[src/rtl/card_dealer.sv]
// Deals ten distinct cards (0..51) into two 5-card hands using a Galois LFSR with duplicate rejection.
// Optional build macro DEALER_REJECT_CNT_EN adds a saturating reject_cnt output.
module card_dealer #(
  parameter logic [15:0] SEED = 16'hACE1,
  parameter logic [15:0] TAPS = 16'hB400
) (
  input  logic        clk,
  input  logic        rst,
  input  logic        seed_load,
  input  logic [15:0] seed,
  input  logic        deal,
  output logic        busy,
  output logic        done,
  output logic        valid,
  output logic [5:0]  a1,
  output logic [5:0]  a2,
  output logic [5:0]  a3,
  output logic [5:0]  a4,
  output logic [5:0]  a5,
  output logic [5:0]  b1,
  output logic [5:0]  b2,
  output logic [5:0]  b3,
  output logic [5:0]  b4,
  output logic [5:0]  b5
`ifdef DEALER_REJECT_CNT_EN
  ,
  output logic [7:0]  reject_cnt
`endif
);

  typedef enum logic [1:0] {
    IDLE = 2'd0,
    DRAW = 2'd1,
    DONE = 2'd2
  } state_t;

  state_t      state_r;
  state_t      state_s;
  logic [15:0] lfsr_r;
  logic [15:0] lfsr_s;
  logic [63:0] used_r;
  logic [3:0]  idx_r;
  logic [5:0]  cards_r [10];
  logic        busy_r;
  logic        done_r;
  logic        valid_r;
  logic [5:0]  cand_s;
  logic        accept_s;
  logic        start_s;
  logic        last_s;
  logic        load_ok_s;

  function automatic logic [15:0] galois_step(input logic [15:0] l);
    return (l >> 1) ^ (l[0] ? TAPS : 16'h0000);
  endfunction

  // Next-state, candidate acceptance and LFSR next value
  always_comb begin
    state_s   = state_r;
    cand_s    = lfsr_r[5:0];
    accept_s  = 1'b0;
    start_s   = 1'b0;
    last_s    = 1'b0;
    load_ok_s = 1'b0;
    case (state_r)
      IDLE, DONE: begin
        load_ok_s = 1'b1;
        start_s   = deal;
        if (deal) begin
          state_s = DRAW;
        end else begin
          state_s = state_r;
        end
      end
      DRAW: begin
        accept_s = (cand_s < 6'd52) && !used_r[cand_s];
        last_s   = accept_s && (idx_r == 4'd9);
        if (last_s) begin
          state_s = DONE;
        end else begin
          state_s = DRAW;
        end
      end
      default: begin
        state_s = IDLE;
      end
    endcase
    // A seed load replaces that cycle's advance, so a simultaneous deal draws from the seed itself
    if (seed_load && load_ok_s) begin
      lfsr_s = (seed == 16'h0000) ? SEED : seed;
    end else begin
      lfsr_s = galois_step(lfsr_r);
    end
  end

  // FSM state register
  always_ff @(posedge clk) begin
    if (rst) begin
      state_r <= IDLE;
    end else begin
      state_r <= state_s;
    end
  end

  // LFSR, used mask, slot index, card slots and status flags
  always_ff @(posedge clk) begin
    if (rst) begin
      lfsr_r  <= SEED;
      used_r  <= 64'd0;
      idx_r   <= 4'd0;
      busy_r  <= 1'b0;
      done_r  <= 1'b0;
      valid_r <= 1'b0;
      for (int i = 0; i < 10; i++) begin
        cards_r[i] <= 6'd0;
      end
    end else begin
      lfsr_r <= lfsr_s;
      done_r <= 1'b0;
      if (start_s) begin
        used_r  <= 64'd0;
        idx_r   <= 4'd0;
        busy_r  <= 1'b1;
        valid_r <= 1'b0;
      end else if (accept_s) begin
        used_r[cand_s] <= 1'b1;
        idx_r          <= idx_r + 4'd1;
        for (int i = 0; i < 10; i++) begin
          if (idx_r == 4'(i)) begin
            cards_r[i] <= cand_s;
          end
        end
        if (last_s) begin
          busy_r  <= 1'b0;
          valid_r <= 1'b1;
          done_r  <= 1'b1;
        end
      end
    end
  end

`ifdef DEALER_REJECT_CNT_EN
  logic [7:0] reject_cnt_r;

  // Saturating count of rejected candidates in the current or last deal
  always_ff @(posedge clk) begin
    if (rst) begin
      reject_cnt_r <= 8'd0;
    end else if (start_s) begin
      reject_cnt_r <= 8'd0;
    end else if ((state_r == DRAW) && !accept_s && (reject_cnt_r != 8'hFF)) begin
      reject_cnt_r <= reject_cnt_r + 8'd1;
    end
  end

  assign reject_cnt = reject_cnt_r;
`endif

  // Slots alternate between players like a real deal
  assign a1 = cards_r[0];
  assign b1 = cards_r[1];
  assign a2 = cards_r[2];
  assign b2 = cards_r[3];
  assign a3 = cards_r[4];
  assign b3 = cards_r[5];
  assign a4 = cards_r[6];
  assign b4 = cards_r[7];
  assign a5 = cards_r[8];
  assign b5 = cards_r[9];

  assign busy  = busy_r;
  assign done  = done_r;
  assign valid = valid_r;

endmodule

[config.mk]
export PLATFORM = sky130hd
export DESIGN_NAME = card_dealer
export DESIGN_NICKNAME = d
export VERILOG_FILES = /design/src/rtl/card_dealer.sv
export SDC_FILE = /design/constraint.sdc
export NUM_CORES = 1
export LEC_CHECK = 0
export ABC_CLOCK_PERIOD_IN_PS = 3600
export CAP_MARGIN = 20
export CORE_MARGIN = 2
export CORE_UTILIZATION = 33
export CTS_BUF_LIST = sky130_fd_sc_hd__clkbuf_4
export DETAILED_ROUTE_END_ITERATION = 7
export SLEW_MARGIN = 20
export SYNTH_ARGS = -nofsm -noshare
export SYNTH_HDL_FRONTEND = slang
export SYNTH_SLANG_ARGS = --single-unit
[constraint.sdc]
create_clock -name clk -period 3.6 [get_ports clk]
set_clock_uncertainty 0.15 [all_clocks]
set_input_delay 0.72 -clock clk [delete_from_list [all_inputs] [get_ports clk]]
set_output_delay 0.72 -clock clk [all_outputs]
set_load 0.05 [all_outputs]
==> results.txt <==
The internal portion of the total power is 2.32 mW. The area of the die is 0.0196 mm2. The power density over the cells came out at 441 mW/mm2. The number of CTS-inserted buffers is 17. The TritonCTS clock tree is done. Setup violations remaining at the end of the flow were counted as 0. The pin count of the biggest net entering global routing is 60. The net count of the mapped netlist came out at ~540. The post-synthesis sequential area ratio came out at a little over half.

The row count came out at between 40 and 50. The length in cells of the worst reg-to-reg path is 8. Setup repair after global routing left no endpoint under its margin. The clock share of power came out at 33.3%. The instance count of the mapped netlist came out at between 500 and 600. The library cell with the largest summed area after synthesis is edfxtp_1.

Yosys attributes the largest share of cell area to edfxtp_1 (30%), dfxtp_1 (25%), a32o_1 (8.5%). The floorplan step defined a core boundary enclosing between 0.015 and 0.02 mm2. The die is ~140 um wide. Across the VDD grid, the largest voltage drop is 0.167 mV. The post-synthesis async set-or-reset flop share is 0%. Cells fill around two fifths of the core in the end. In this run switching power makes up 29.3% of total power.

The initial cell density of the core came out at 33.8%. By instance count, the leading cell after synthesis is dfxtp_1. The detail-routed net length per standard cell is 18.3 um. The level count of the clock H-tree came out at 4.

The distinct cell type count of the synthesized netlist is 62. For the pin with the worst max-slew slack, the measured transition is 1.11 ns. The overall routing resource usage came out at between 15 and 20%. The worst register-to-register path ends at cards_r[0][1]$_SDFFCE_PN0P_.

Buffers added to address setup during post-CTS repair amount to 0. The most used flip-flop cell after synthesis is dfxtp_1. The tool flagged a number of max-cap violations equal to 0. The flop and latch count out of synthesis came out at approximately 140. Sequential cells account for about 52% of the total power.

Combinational logic is responsible for approximately 15% of the overall power. The clock transition time at the flip-flop clock pins of the worst setup and hold paths came out at 0.12 ns. Sorting the synthesized cells by how often they occur yields dfxtp_1 (77), edfxtp_1 (60), a32o_1 (52).

The number of pins with negative max-slew slack in the final report is 0. After the first detailed-routing iteration, the DRC count stood at between 400 and 500. The total overflow reported by the global router is 0. The number of top-level design ports is 83. Relative to the synthesized area, the layout overhead comes to 22.0%.

The final reports fail on DRC. The maximum buffer depth of the clock tree is 2. The fmax came out at between 300 and 400 MHz. In this run the static leakage power is roughly 2.7 nW. The number of port buffers is slightly above 80. The flow ran to the end, but the final reports show violations. The number of nets in the layout is 613. The register-to-register setup slack came out at between 0.3 and 0.4 ns. The worst setup path is captured at a flop. The root buffer cell chosen for the clock tree is clkbuf_4.

The accumulated negative setup slack is 0 ns. The critical path data arrival time came out at 3.33 ns. The synthesized area per cell is roughly 12 um2. After detailed routing, the number of vias per cell comes to between 5 and 6. The share of final-layout standard cells stronger than drive strength 1 came out at 13.6%. The worst register-to-register path begins at lfsr_r[1]$_SDFF_PP0_. The clock net sink count came out at about 140. After detailed placement, the design holds a cell count of approximately 800. The top fanout value on the critical path came out at 18. In this run, post-CTS repair resized a total of 0 instances. The synthesis warning total is 0. The final critical path takes up 89.6% of the cycle. The wire length of the first global-routing pass is between 20,000 and 25,000 um.

The first detailed-routing pass took 8 iterations. The clock latency of the later-clocked register in the worst-skew pair is ~0.55 ns. Detailed placement ended at an HPWL of around 11,000 um. The via count of the first global-routing pass came to around 4,400. The classification of the worst-slack hold path is reg2reg. In this run the power spent charging and discharging nets is slightly below 1 mW. The data required time at the worst endpoint came out at between 3 and 4 ns. The number of antenna violations at the first check in global routing was 1.

The post-detailed-route count of antenna-violating nets came out at 0. The count of endpoints failing hold in the final timing report came out at 0. The final weighted congestion in routability-driven placement came out at 0.853. The relative slew slack came out at about 26%.

The number of flops mapped to enable cells by yosys came out at 60. The count of non-filler cells in the finished layout is around 830. The last element of the critical path is cards_r[0][1]$_SDFFCE_PN0P_.

The fraction of post-synthesis cell area in the top cell type by area came out at ~30%. The post-synth design cell area came out at between 0.006 and 0.007 mm2. The worst setup path is launched from a flop. Tracing the worst setup path back leads to its startpoint at lfsr_r[1]$_SDFF_PP0_. The DRC violation count after routing came out at 10. The routed design could run at a clock period as short as approximately 3.2 ns. The type of the worst setup path is reg2reg. Buffers inserted to repair hold after CTS numbered 0.

The total via count after detailed routing is between 4,000 and 5,000. The height of the die is between 100 and 150 um. Summed over all layers, the routed wires come to roughly 15,000 um.
==> critical path: stages (launching register included) <==
cell     delay [ns]
dfxtp_1        0.53
buf_4          0.28
mux2_2         0.38
a221o_1        0.30
a22oi_1        0.28
or3_1          0.21
nor4b_4        0.20
buf_4          0.30
a31o_2         0.29
==> state kept, by name, summed over array words and instances (netlist names) <==
name	count
valid	1
used_r	52
state_r	2
done	1
cards_r	60
idx_r	4
lfsr_r	16
busy	1
==> power by group through the flow <==
stage | Sequential (mW) | Clock (mW) | Combinational, mW
6_report | 1.71 | 1.09 | 0.483
5_1_grt | 1.71 | 1.19 | 0.516
4_1_cts | 1.71 | 1.12 | 0.483
3_5_place_dp | 1.74 | 0 | 0.482
3_3_place_gp | 1.74 | 0 | 0.472
2_1_floorplan | 1.83 | 0 | 0.246
==> final cells by class <==
| type | instances | area [um2] |
|---|---|---|
| well taps | 229 | 287 |
| fillers | 1704 | 10600 |
| inverters | 5 | 18.8 |
| clock inverters | 15 | 190 |
| multi-input cells | 327 | 2490 |
| diodes | 1 | 2.50 |
| clock buffers | 17 | 128 |
| repair buffers | 101 | 988 |
| flip-flops and latches | 137 | 3340 |
==> cells by family after synthesis <==
group / count (synthesis) / share of synthesized area, %
xor+xnor: 3 / 0.430
fa+ha+maj: 4 / 0.820
buf+inv: 54 / 4.61
flops: 137 / 54.8
simple gates: 193 / 20.1
mux: 10 / 1.99
compound gates: 117 / 17.2
==> cell usage in the layout (no fill, tap or decap), drive strengths merged, types with 3 or more instances in the layout <==
cell type / count
ha: 4
and4: 42
a211oi: 3
mux2: 4
mux2i: 5
nor3b: 3
a21o: 4
a21oi: 11
inv: 9
clkinv: 6
nor2b: 10
nor2: 32
o22ai: 9
bufinv: 3
a22o: 3
dfxtp: 77
edfxtp: 60
nand2: 31
a31o: 9
a221o: 6
nand3: 4
and4b: 3
clkbuf: 17
and2: 14
nand2b: 19
nor4: 5
or2: 4
clkdlybuf4s50: 82
nor3: 7
and3: 7
buf: 19
a221oi: 6
a32o: 52
nor4b: 7
==> worst min path at each step <==
| stage | startpoint | end | cells after the start |
|---|---|---|---|
| finish | lfsr_r[15]$_SDFF_PP1_ | lfsr_r[14]$_SDFF_PP0_ | 2 |
| detailed placement | lfsr_r[10]$_SDFF_PP1_ | lfsr_r[9]$_SDFF_PP0_ | 2 |
| CTS | lfsr_r[10]$_SDFF_PP1_ | lfsr_r[9]$_SDFF_PP0_ | 2 |
| floorplan | lfsr_r[15]$_SDFF_PP1_ | lfsr_r[14]$_SDFF_PP0_ | 2 |
| global placement | lfsr_r[10]$_SDFF_PP1_ | lfsr_r[9]$_SDFF_PP0_ | 2 |
| global route | lfsr_r[10]$_SDFF_PP1_ | lfsr_r[9]$_SDFF_PP0_ | 2 |
==> through the flow <==
stage          worst slack (ns)  total power, mW  hold slack [ns]  area, um2
2_1_floorplan             0.894             2.07            0.272       6100
3_3_place_gp              0.490             2.21            0.281       7130
3_5_place_dp              0.435             2.22            0.286       7130
4_1_cts                   0.420             3.31            0.304       7440
5_1_grt                   0.211             3.41            0.320       7450
6_report                  0.373             3.28            0.299       7450
==> metal layers <==
metal  share of wire, %  vias to the layer above  global-route usage [%]
met2                 48                      163                    24.9
met4                1.2                        0                    5.26
met5                  0                        -                       0
met3                5.9                       18                    4.72
li1                   -                     2191                       -
met1                 45                     2282                    20.2
Note: power is estimated with default switching activity, not from simulation.
